<file path="config.mk">
export PLATFORM = sky130hd
export DESIGN_NAME = mems_scan_seq
export DESIGN_NICKNAME = d
export VERILOG_FILES = /design/src/rtl/mems_scan_pkg.sv /design/src/rtl/mems_frame_issuer.sv /design/src/rtl/mems_scan_seq.sv
export SDC_FILE = /design/constraint.sdc
export NUM_CORES = 1
export LEC_CHECK = 0
export BUFFER_PORTS_ARGS = -buffer_cell sky130_fd_sc_hd__buf_2
export CORE_ASPECT_RATIO = 1.25
export CORE_MARGIN = 8
export CORE_UTILIZATION = 55
export DETAILED_ROUTE_END_ITERATION = 7
export PLACE_DENSITY = 0.78
export SLEW_MARGIN = 20
export SYNTH_ARGS = -nofsm -noshare
export SYNTH_HDL_FRONTEND = slang
export SYNTH_SLANG_ARGS = --single-unit
</file>
<file path="constraint.sdc">
create_clock -name clk -period 3.3 [get_ports clk]
set_clock_uncertainty 0.2 [all_clocks]
set_input_delay 0.33 -clock clk [delete_from_list [all_inputs] [get_ports clk]]
set_output_delay 0.33 -clock clk [all_outputs]
set_load 0.01 [all_outputs]
</file>
<file path="src/rtl/mems_scan_pkg.sv">
// Shared constants, state types and frame packing for the MEMS raster scan sequencer.
package mems_scan_pkg;

    localparam logic [2:0] CMD_WRITE     = 3'b000;
    localparam logic [2:0] CMD_WRITE_UPD = 3'b010;
    localparam logic [2:0] ADDR_X        = 3'b000;
    localparam logic [2:0] ADDR_Y        = 3'b001;

    typedef enum logic [2:0] {
        ST_INIT   = 3'd0,
        ST_IDLE   = 3'd1,
        ST_SEND_X = 3'd2,
        ST_SEND_Y = 3'd3,
        ST_DWELL  = 3'd4
    } scan_state_t;

    typedef enum logic [1:0] {
        FI_IDLE    = 2'd0,
        FI_ISSUE   = 2'd1,
        FI_WAIT_HI = 2'd2,
        FI_WAIT_LO = 2'd3
    } issue_state_t;

    function automatic logic [23:0] make_frame(input logic [2:0] cmd,
                                               input logic [2:0] addr,
                                               input logic [15:0] code);
        return {2'b00, cmd, addr, code};
    endfunction

endpackage

</file>
<file path="src/rtl/mems_frame_issuer.sv">
// Start/busy handshake for one SPI frame; the word is latched on go and held until the frame completes.
module mems_frame_issuer
    import mems_scan_pkg::*;
(
    input  logic        clk,
    input  logic        rst,
    input  logic        go,
    input  logic [23:0] word,
    input  logic        spi_busy,
    output logic        spi_start,
    output logic [23:0] spi_data,
    output logic        done
);

    issue_state_t state_r;
    issue_state_t state_s;
    logic         spi_start_s;
    logic [23:0]  spi_data_s;

    // State and registered SPI-facing outputs.
    always_ff @(posedge clk) begin
        if (rst) begin
            state_r   <= FI_IDLE;
            spi_start <= 1'b0;
            spi_data  <= 24'h000000;
        end else begin
            state_r   <= state_s;
            spi_start <= spi_start_s;
            spi_data  <= spi_data_s;
        end
    end

    // Handshake sequencing; done is combinational so the caller sees completion in the same cycle.
    always_comb begin
        state_s     = state_r;
        spi_start_s = 1'b0;
        spi_data_s  = spi_data;
        done        = 1'b0;
        case (state_r)
            FI_IDLE: begin
                if (go) begin
                    spi_data_s = word;
                    state_s    = FI_ISSUE;
                end else begin
                    state_s = FI_IDLE;
                end
            end
            FI_ISSUE: begin
                if (!spi_busy) begin
                    spi_start_s = 1'b1;
                    state_s     = FI_WAIT_HI;
                end else begin
                    state_s = FI_ISSUE;
                end
            end
            FI_WAIT_HI: begin
                if (spi_busy) begin
                    state_s = FI_WAIT_LO;
                end else begin
                    state_s = FI_WAIT_HI;
                end
            end
            FI_WAIT_LO: begin
                if (!spi_busy) begin
                    done    = 1'b1;
                    state_s = FI_IDLE;
                end else begin
                    state_s = FI_WAIT_LO;
                end
            end
            default: state_s = FI_IDLE;
        endcase
    end

endmodule

</file>
<file path="src/rtl/mems_scan_seq.sv">
// Raster scan sequencer: init frame after reset, then X frame, Y frame and dwell per raster point.
module mems_scan_seq
    import mems_scan_pkg::*;
#(
    parameter int          X_STEPS   = 100,
    parameter int          Y_STEPS   = 10,
    parameter logic [15:0] X_MIN     = 16'h1000,
    parameter logic [15:0] X_STEP    = 16'h0100,
    parameter logic [15:0] Y_MIN     = 16'h2000,
    parameter logic [15:0] Y_STEP    = 16'h0800,
    parameter int          DWELL     = 1000,
    parameter logic [23:0] INIT_WORD = 24'h380001
) (
    input  logic        clk,
    input  logic        rst,
    input  logic        enable,
    input  logic        spi_busy,
    output logic        spi_start,
    output logic [23:0] spi_data,
    output logic        point_valid,
    output logic        frame_done,
    output logic [6:0]  x_idx,
    output logic [3:0]  y_idx,
    output logic        scan_active
);

    localparam int DW_W = (DWELL > 1) ? $clog2(DWELL) : 1;

    scan_state_t     state_r, state_s;
    logic            issued_r, issued_s;
    logic [15:0]     x_code_r, x_code_s;
    logic [15:0]     y_code_r, y_code_s;
    logic [DW_W-1:0] dwell_r, dwell_s;
    logic [6:0]      x_idx_s;
    logic [3:0]      y_idx_s;
    logic            point_valid_s;
    logic            frame_done_s;
    logic            go_s;
    logic [23:0]     word_s;
    logic            done_s;

    mems_frame_issuer u_issuer (
        .clk       (clk),
        .rst       (rst),
        .go        (go_s),
        .word      (word_s),
        .spi_busy  (spi_busy),
        .spi_start (spi_start),
        .spi_data  (spi_data),
        .done      (done_s)
    );

    // Scan state, raster position and registered status outputs.
    always_ff @(posedge clk) begin
        if (rst) begin
            state_r     <= ST_INIT;
            issued_r    <= 1'b0;
            x_code_r    <= X_MIN;
            y_code_r    <= Y_MIN;
            dwell_r     <= {DW_W{1'b0}};
            x_idx       <= 7'd0;
            y_idx       <= 4'd0;
            point_valid <= 1'b0;
            frame_done  <= 1'b0;
            scan_active <= 1'b0;
        end else begin
            state_r     <= state_s;
            issued_r    <= issued_s;
            x_code_r    <= x_code_s;
            y_code_r    <= y_code_s;
            dwell_r     <= dwell_s;
            x_idx       <= x_idx_s;
            y_idx       <= y_idx_s;
            point_valid <= point_valid_s;
            frame_done  <= frame_done_s;
            scan_active <= (state_s != ST_IDLE);
        end
    end

    // Next-state, frame selection and point advance; issued_r keeps go to one request per frame.
    always_comb begin
        state_s       = state_r;
        x_code_s      = x_code_r;
        y_code_s      = y_code_r;
        dwell_s       = dwell_r;
        x_idx_s       = x_idx;
        y_idx_s       = y_idx;
        point_valid_s = 1'b0;
        frame_done_s  = 1'b0;
        go_s          = 1'b0;
        word_s        = make_frame(CMD_WRITE, ADDR_X, x_code_r);
        case (state_r)
            ST_INIT: begin
                word_s = INIT_WORD;
                go_s   = !issued_r;
                if (done_s) state_s = ST_IDLE;
                else        state_s = ST_INIT;
            end
            ST_IDLE: begin
                if (enable) state_s = ST_SEND_X;
                else        state_s = ST_IDLE;
            end
            ST_SEND_X: begin
                go_s = !issued_r;
                if (done_s) state_s = ST_SEND_Y;
                else        state_s = ST_SEND_X;
            end
            ST_SEND_Y: begin
                word_s = make_frame(CMD_WRITE_UPD, ADDR_Y, y_code_r);
                go_s   = !issued_r;
                if (done_s) begin
                    point_valid_s = 1'b1;
                    dwell_s       = {DW_W{1'b0}};
                    state_s       = ST_DWELL;
                end else begin
                    state_s = ST_SEND_Y;
                end
            end
            ST_DWELL: begin
                if (dwell_r == DW_W'(DWELL - 1)) begin
                    if (x_idx < 7'(X_STEPS - 1)) begin
                        x_idx_s  = x_idx + 7'd1;
                        x_code_s = x_code_r + X_STEP;
                    end else begin
                        x_idx_s  = 7'd0;
                        x_code_s = X_MIN;
                        if (y_idx < 4'(Y_STEPS - 1)) begin
                            y_idx_s  = y_idx + 4'd1;
                            y_code_s = y_code_r + Y_STEP;
                        end else begin
                            y_idx_s      = 4'd0;
                            y_code_s     = Y_MIN;
                            frame_done_s = 1'b1;
                        end
                    end
                    if (enable) state_s = ST_SEND_X;
                    else        state_s = ST_IDLE;
                end else begin
                    dwell_s = dwell_r + DW_W'(1);
                end
            end
            default: state_s = ST_INIT;
        endcase
        if (done_s) issued_s = 1'b0;
        else        issued_s = issued_r | go_s;
    end

endmodule
</file>
Word level (Yosys, flattened, before mapping)
Cells that the tools add are included.
{"block": "op_classes", "muxes": 24, "bitwise": 6, "n_eq_ne": 11, "magnitude_cmp": 2, "n_reduce_logical": 13, "addsub": 5}
{"cell": "$pmux 22 s2", "count": 1}
{"cell": "$mux 16", "count": 2}
{"cell": "$mux 10", "count": 2}
{"cell": "$pmux 10 s2", "count": 1}
{"cell": "$add 16x12->16 const B", "count": 1}
{"cell": "$add 16x9->16 const B", "count": 1}
{"cell": "$pmux 3 s5", "count": 1}
{"cell": "$add 10x1->10 const B", "count": 1}
{"cell": "$eq 10x10->1 const B", "count": 1}
{"cell": "$mux 1", "count": 9}
{"cell": "$pmux 2 s4", "count": 1}
{"cell": "$add 7x1->7 const B", "count": 1}
{"cell": "$lt 7x7->1 const B", "count": 1}
{"cell": "$mux 7", "count": 1}
{"cell": "$eq 3x2->1 const B", "count": 2}
{"cell": "$mux 2", "count": 3}
{"cell": "$mux 3", "count": 2}
{"cell": "$reduce_and 3->1", "count": 2}
{"cell": "$reduce_or 2->1", "count": 3}
{"cell": "$not 1->1", "count": 5}
{"cell": "$add 4x1->4 const B", "count": 1}
{"cell": "$eq 2x2->1 const B", "count": 2}
{"cell": "$lt 4x4->1 const B", "count": 1}
{"cell": "$mux 4", "count": 1}
{"cell": "13 further kinds", "count": 15}
{"block": "word_totals", "word_cells": 74, "ff_bits": 87}

Longest topological paths before layout
{"block": "logic_depth", "ltp_word": 5, "depth_mapped": 8, "ltp_nobuf": 6}

Hierarchy
Synthesis repeated with hierarchy kept, for this count alone.
{"block": "hier_totals", "hier_cells": 351, "hier_area_um2": 3190.6}
{"module": "mems_scan_seq", "instances": 1, "cells_per_inst": 261, "area_each_um2": 2197.1, "seq_area_each_um2": 820.8}
{"module": "mems_frame_issuer", "instances": 1, "cells_per_inst": 90, "area_each_um2": 993.5, "seq_area_each_um2": 540.5}

Worst setup path before layout
Ideal clock, no wire load.
{"block": "synth_path", "path_kind": "register -> register", "start": "register state_r[2]", "end": "register x_code_r[12]", "stages_incl_launch_ff": 7, "path_slack_ns": 1.072, "required_ns": 2.968, "period_less_slack_ns": 2.228, "path_buffers": 2, "setup_ns": 0.132, "arrival_time_ns": 1.896, "path_cell_list": "dfxtp_1 -> buf_6 -> or3b_4 -> or4_1 -> buf_2 -> o21ai_0 -> or3b_2"}
{"block": "synth_between", "elab_chain_cells": 2}
{"item": "start, declared", "line_no": "mems_scan_seq.sv:29", "text": "scan_state_t state_r, state_s;"}
{"item": "start signal, assigned", "line_no": "mems_scan_seq.sv:67", "text": "state_r <= state_s;"}
{"item": "$eq 3x3->1", "line_no": "mems_scan_seq.sv:92", "text": "case (state_r)"}
{"item": "$reduce_and 2->1 (no line)"}
{"item": "end signal, assigned", "line_no": "mems_scan_seq.sv:69", "text": "x_code_r <= x_code_s;"}
{"item": "end, declared", "line_no": "mems_scan_seq.sv:31", "text": "logic [15:0] x_code_r, x_code_s;"}
No other way between the ends.
A chain may end at the register's enable or synchronous reset.

Worst setup path in the final report
{"block": "layout_path", "start": "register state_r[2]", "end": "register x_code_r[13]"}
Same word-level chain as after synthesis.

==> impl_metrics.toml <==
[routing]
post_drt_wl_per_cell_um = 14.48
first_pass_iters = 5
drtIter0Drc = 170
remaining_drc_errors = 0
vias_per_cell = 5.731
via_count = 2304
wl_mm = 5.819
antenna_left = 0

[cts]
tritoncts.num_buffers = 9
cts_tree = "yes"
root_buffer = "clkbuf_8"
clock-sinks = 57
clkTransAtPathRegs_ns = 0.07
post_cts_resized = 0
clockBufferDepth = 2
h-tree-depth = 3
clock_latency_ns = 0.34
ctsHoldBuffers = 0
postCtsSetupBuffers = 0

[grt]
use_met1_pct = 17.31
met3_usage_pct = 4.702
top_usage_layer = "met2"
antenna_found_initial = 0
first_global_vias = 2274
grtUsageTotal_pct = 16.94
grt_max_degree = 33
grt.overflow.total = 0
use_met2_pct = 30.08
grt_pass1_wl_mm = 10.05

[placement]
numPortBuffers = 38
gp_routability_congestion = 0.7818
dpl.hpwl_mm = 4.025

[timing]
finalCriticalPeriod_ns = 2.750
fmaxAchievable_mhz = 363.7
finalHoldViolations = 0
slew_headroom_pct = 39.16
rsz0062_at_grt = "false"
setup_violations = 0
slew_violations = 0
worst_pin_slew_ns = 0.8896
period_share_pct = 83.32
setup-tns-final_ns = 0

[yosys]
synth.avg_cell_area_sq_um = 8.498
syn_area_sq_um = 2618
synth_area_leaders = "dfxtp_1 44%, a21oi_1 4.4%, nor2_1 3.7%"
ys_ff_latch = 57
synth_fa_ha_area_share_pct = 2.868
synthMuxAreaShare_pct = 0
postSynthCellCount = 308
synth_top_area_share_pct = 43.59
synthXorXnorAreaFrac_pct = 3.011
ys_types = 47
synth_top_family_by_area = "simple AND/OR/NAND/NOR gates"
synthArstFlopShare_pct = 0
synth_top_area_cell = "dfxtp_1"
synth_edf_count = 0
yosysSeqAreaShare_pct = 43.59
synthFlopType = "dfxtp_1"
yosys_warnings = 0
synth_compound_area_share_pct = 16.83
synth_commonest_cells = "57 x dfxtp_1, 26 x nor2_1, 25 x nand2_1, 23 x a21oi_1, 18 x nand3_1"
yosys.area_share.simple_pct = 26.05
synth_most_common_cell = "dfxtp_1"

[worst_setup_path]
crit_arrival_ns = 2.82
max_stage_delay_ns = 0.77
path_max_fanout = 26
cp.required_ns = 3.37
setup.worst_path.end_class = "register"
start_kind = "register"
cp_slowest_cell = "or4_1"
path_cells = "or3b_4 -> or4_1 -> or4_1 -> a21oi_1"
criticalPathCategory = "register to register"
cp_common_cell = "or4_1"

[finish]
nets = 347
finish.utilization_pct = 65.28
drive_above_1_share_pct = 18.42
fill_cells = 409
n_antenna_cell = 0
area_delta_synth_final_pct = 16.20

[power_and_ir_drop]
leakage_uw = 0.001172
peakVddDrop_mv = 0.5212
power_density_nw_per_um2 = 555.9

[hold_path]
hold_path.class = "input port to register"

[run]
cap_violations = 0

[floorplanning]
initial_core_util_pct = 56.18
ios = 43
die_area_sq_um = 7237
coreArea_sq_um = 4659
die_w_um = 77.71
die_h_um = 93.13
row_count = 28

[outcome]
run_status = "complete, no violations"
layout make-up:
class / instances / area [sq um] / area share, %
timing repair buffer: 41 / 212.7 / 6.993
clock buffer: 11 / 151.4 / 4.977
sequential: 57 / 1141 / 37.52
inverter: 12 / 45.04 / 1.481
tap: 60 / 75.07 / 2.468
clock inverter: 5 / 125.1 / 4.114
multi-input combinational: 216 / 1291 / 42.45
registers in the layout, summed over array words and instances, names as in the netlist, 2 cells and up:
name and flops:
y_code_r 5, state_r 3, x_code_r 8, u_issuer.state_r 2, dwell_r 10, y_idx 4
u_issuer.spi_data 13, x_idx 7
cells by family (layout without fill, tap and decap cells):
kind of cell / Yosys count / count (layout)
AO/OA/AOI/OAI: 70 / 70
XOR/XNOR: 9 / 9
adder cells (fa/ha/maj): 6 / 6
buffers and inverters: 38 / 69
flip-flops: 57 / 57
other: 1 / 4
AND/OR/NAND/NOR: 127 / 127
metrics by stage:
stage / instance area (sq um) / worst slack (ns) / hold slack [ns] / total power (uW) / instances
3_3_place_gp: 2765 / 0.6464 / 0.2454 / 809.3 / 386
2_1_floorplan: 2629 / 1.072 / 0.2521 / 791.9 / 311
5_1_grt: 3042 / 0.4283 / 0.09292 / 1749 / 402
3_5_place_dp: 2765 / 0.5984 / 0.2471 / 811.5 / 386
6_report: 3042 / 0.5504 / 0.06950 / 1691 / 402
4_1_cts: 3042 / 0.5510 / 0.06629 / 1700 / 402
power by group:
group | switching [uW] | internal (uW)
sequential | 15.8 | 705
combinational | 47.1 | 27.9
clock | 277 | 618
worst paths after layout:
path | from | endpoint | slack (ns) | depth (start not counted)
setup / recovery | state_r[2]$_SDFF_PP0_ | x_code_r[13]$_SDFFE_PP0P_ | 0.55 | 4
hold / removal | spi_busy | u_issuer.state_r[0]$_SDFF_PP0_ | 0.07 | 3
setup reg to reg | state_r[2]$_SDFF_PP0_ | x_code_r[13]$_SDFFE_PP0P_ | 0.55 | 4
hold reg to reg | u_issuer.spi_data[16]$_SDFFE_PP0P_ | u_issuer.spi_data[16]$_SDFFE_PP0P_ | 0.26 | 2
layout by cell type, fill, tap and decap left out, drive strengths merged, types with 4 or more instances in the layout:
master and n:
inv 12, a31oi 7, o31ai 5, nor2b 4, ha 6, conb 4, buf 41, a21oi 23
and2 4, xnor2 5, or4 7, nor2 26, nand3 18, clkbuf 11, o21ai 15, nand4 9
dfxtp 57, nand2 25, nor4 5, nor3 6, xor2 4, bufinv 4, nor3b 4, or3 7
worst max-delay path: cells and delay by family (launching register included):
family	cells	cell delay, ns
DFF	1	0.48
and+or+nand+nor	3	1.85
AOI/OAI and AO/OA	1	0.15
routing by layer:
layer | up-vias | share of wire [%]
met3 | 9 | 3.6
met1 | 1100 | 41
met4 | 0 | 2.0
met5 | - | 0
met2 | 39 | 54
li1 | 1156 | -
No activity file was read; power rests on OpenSTA's default activity.
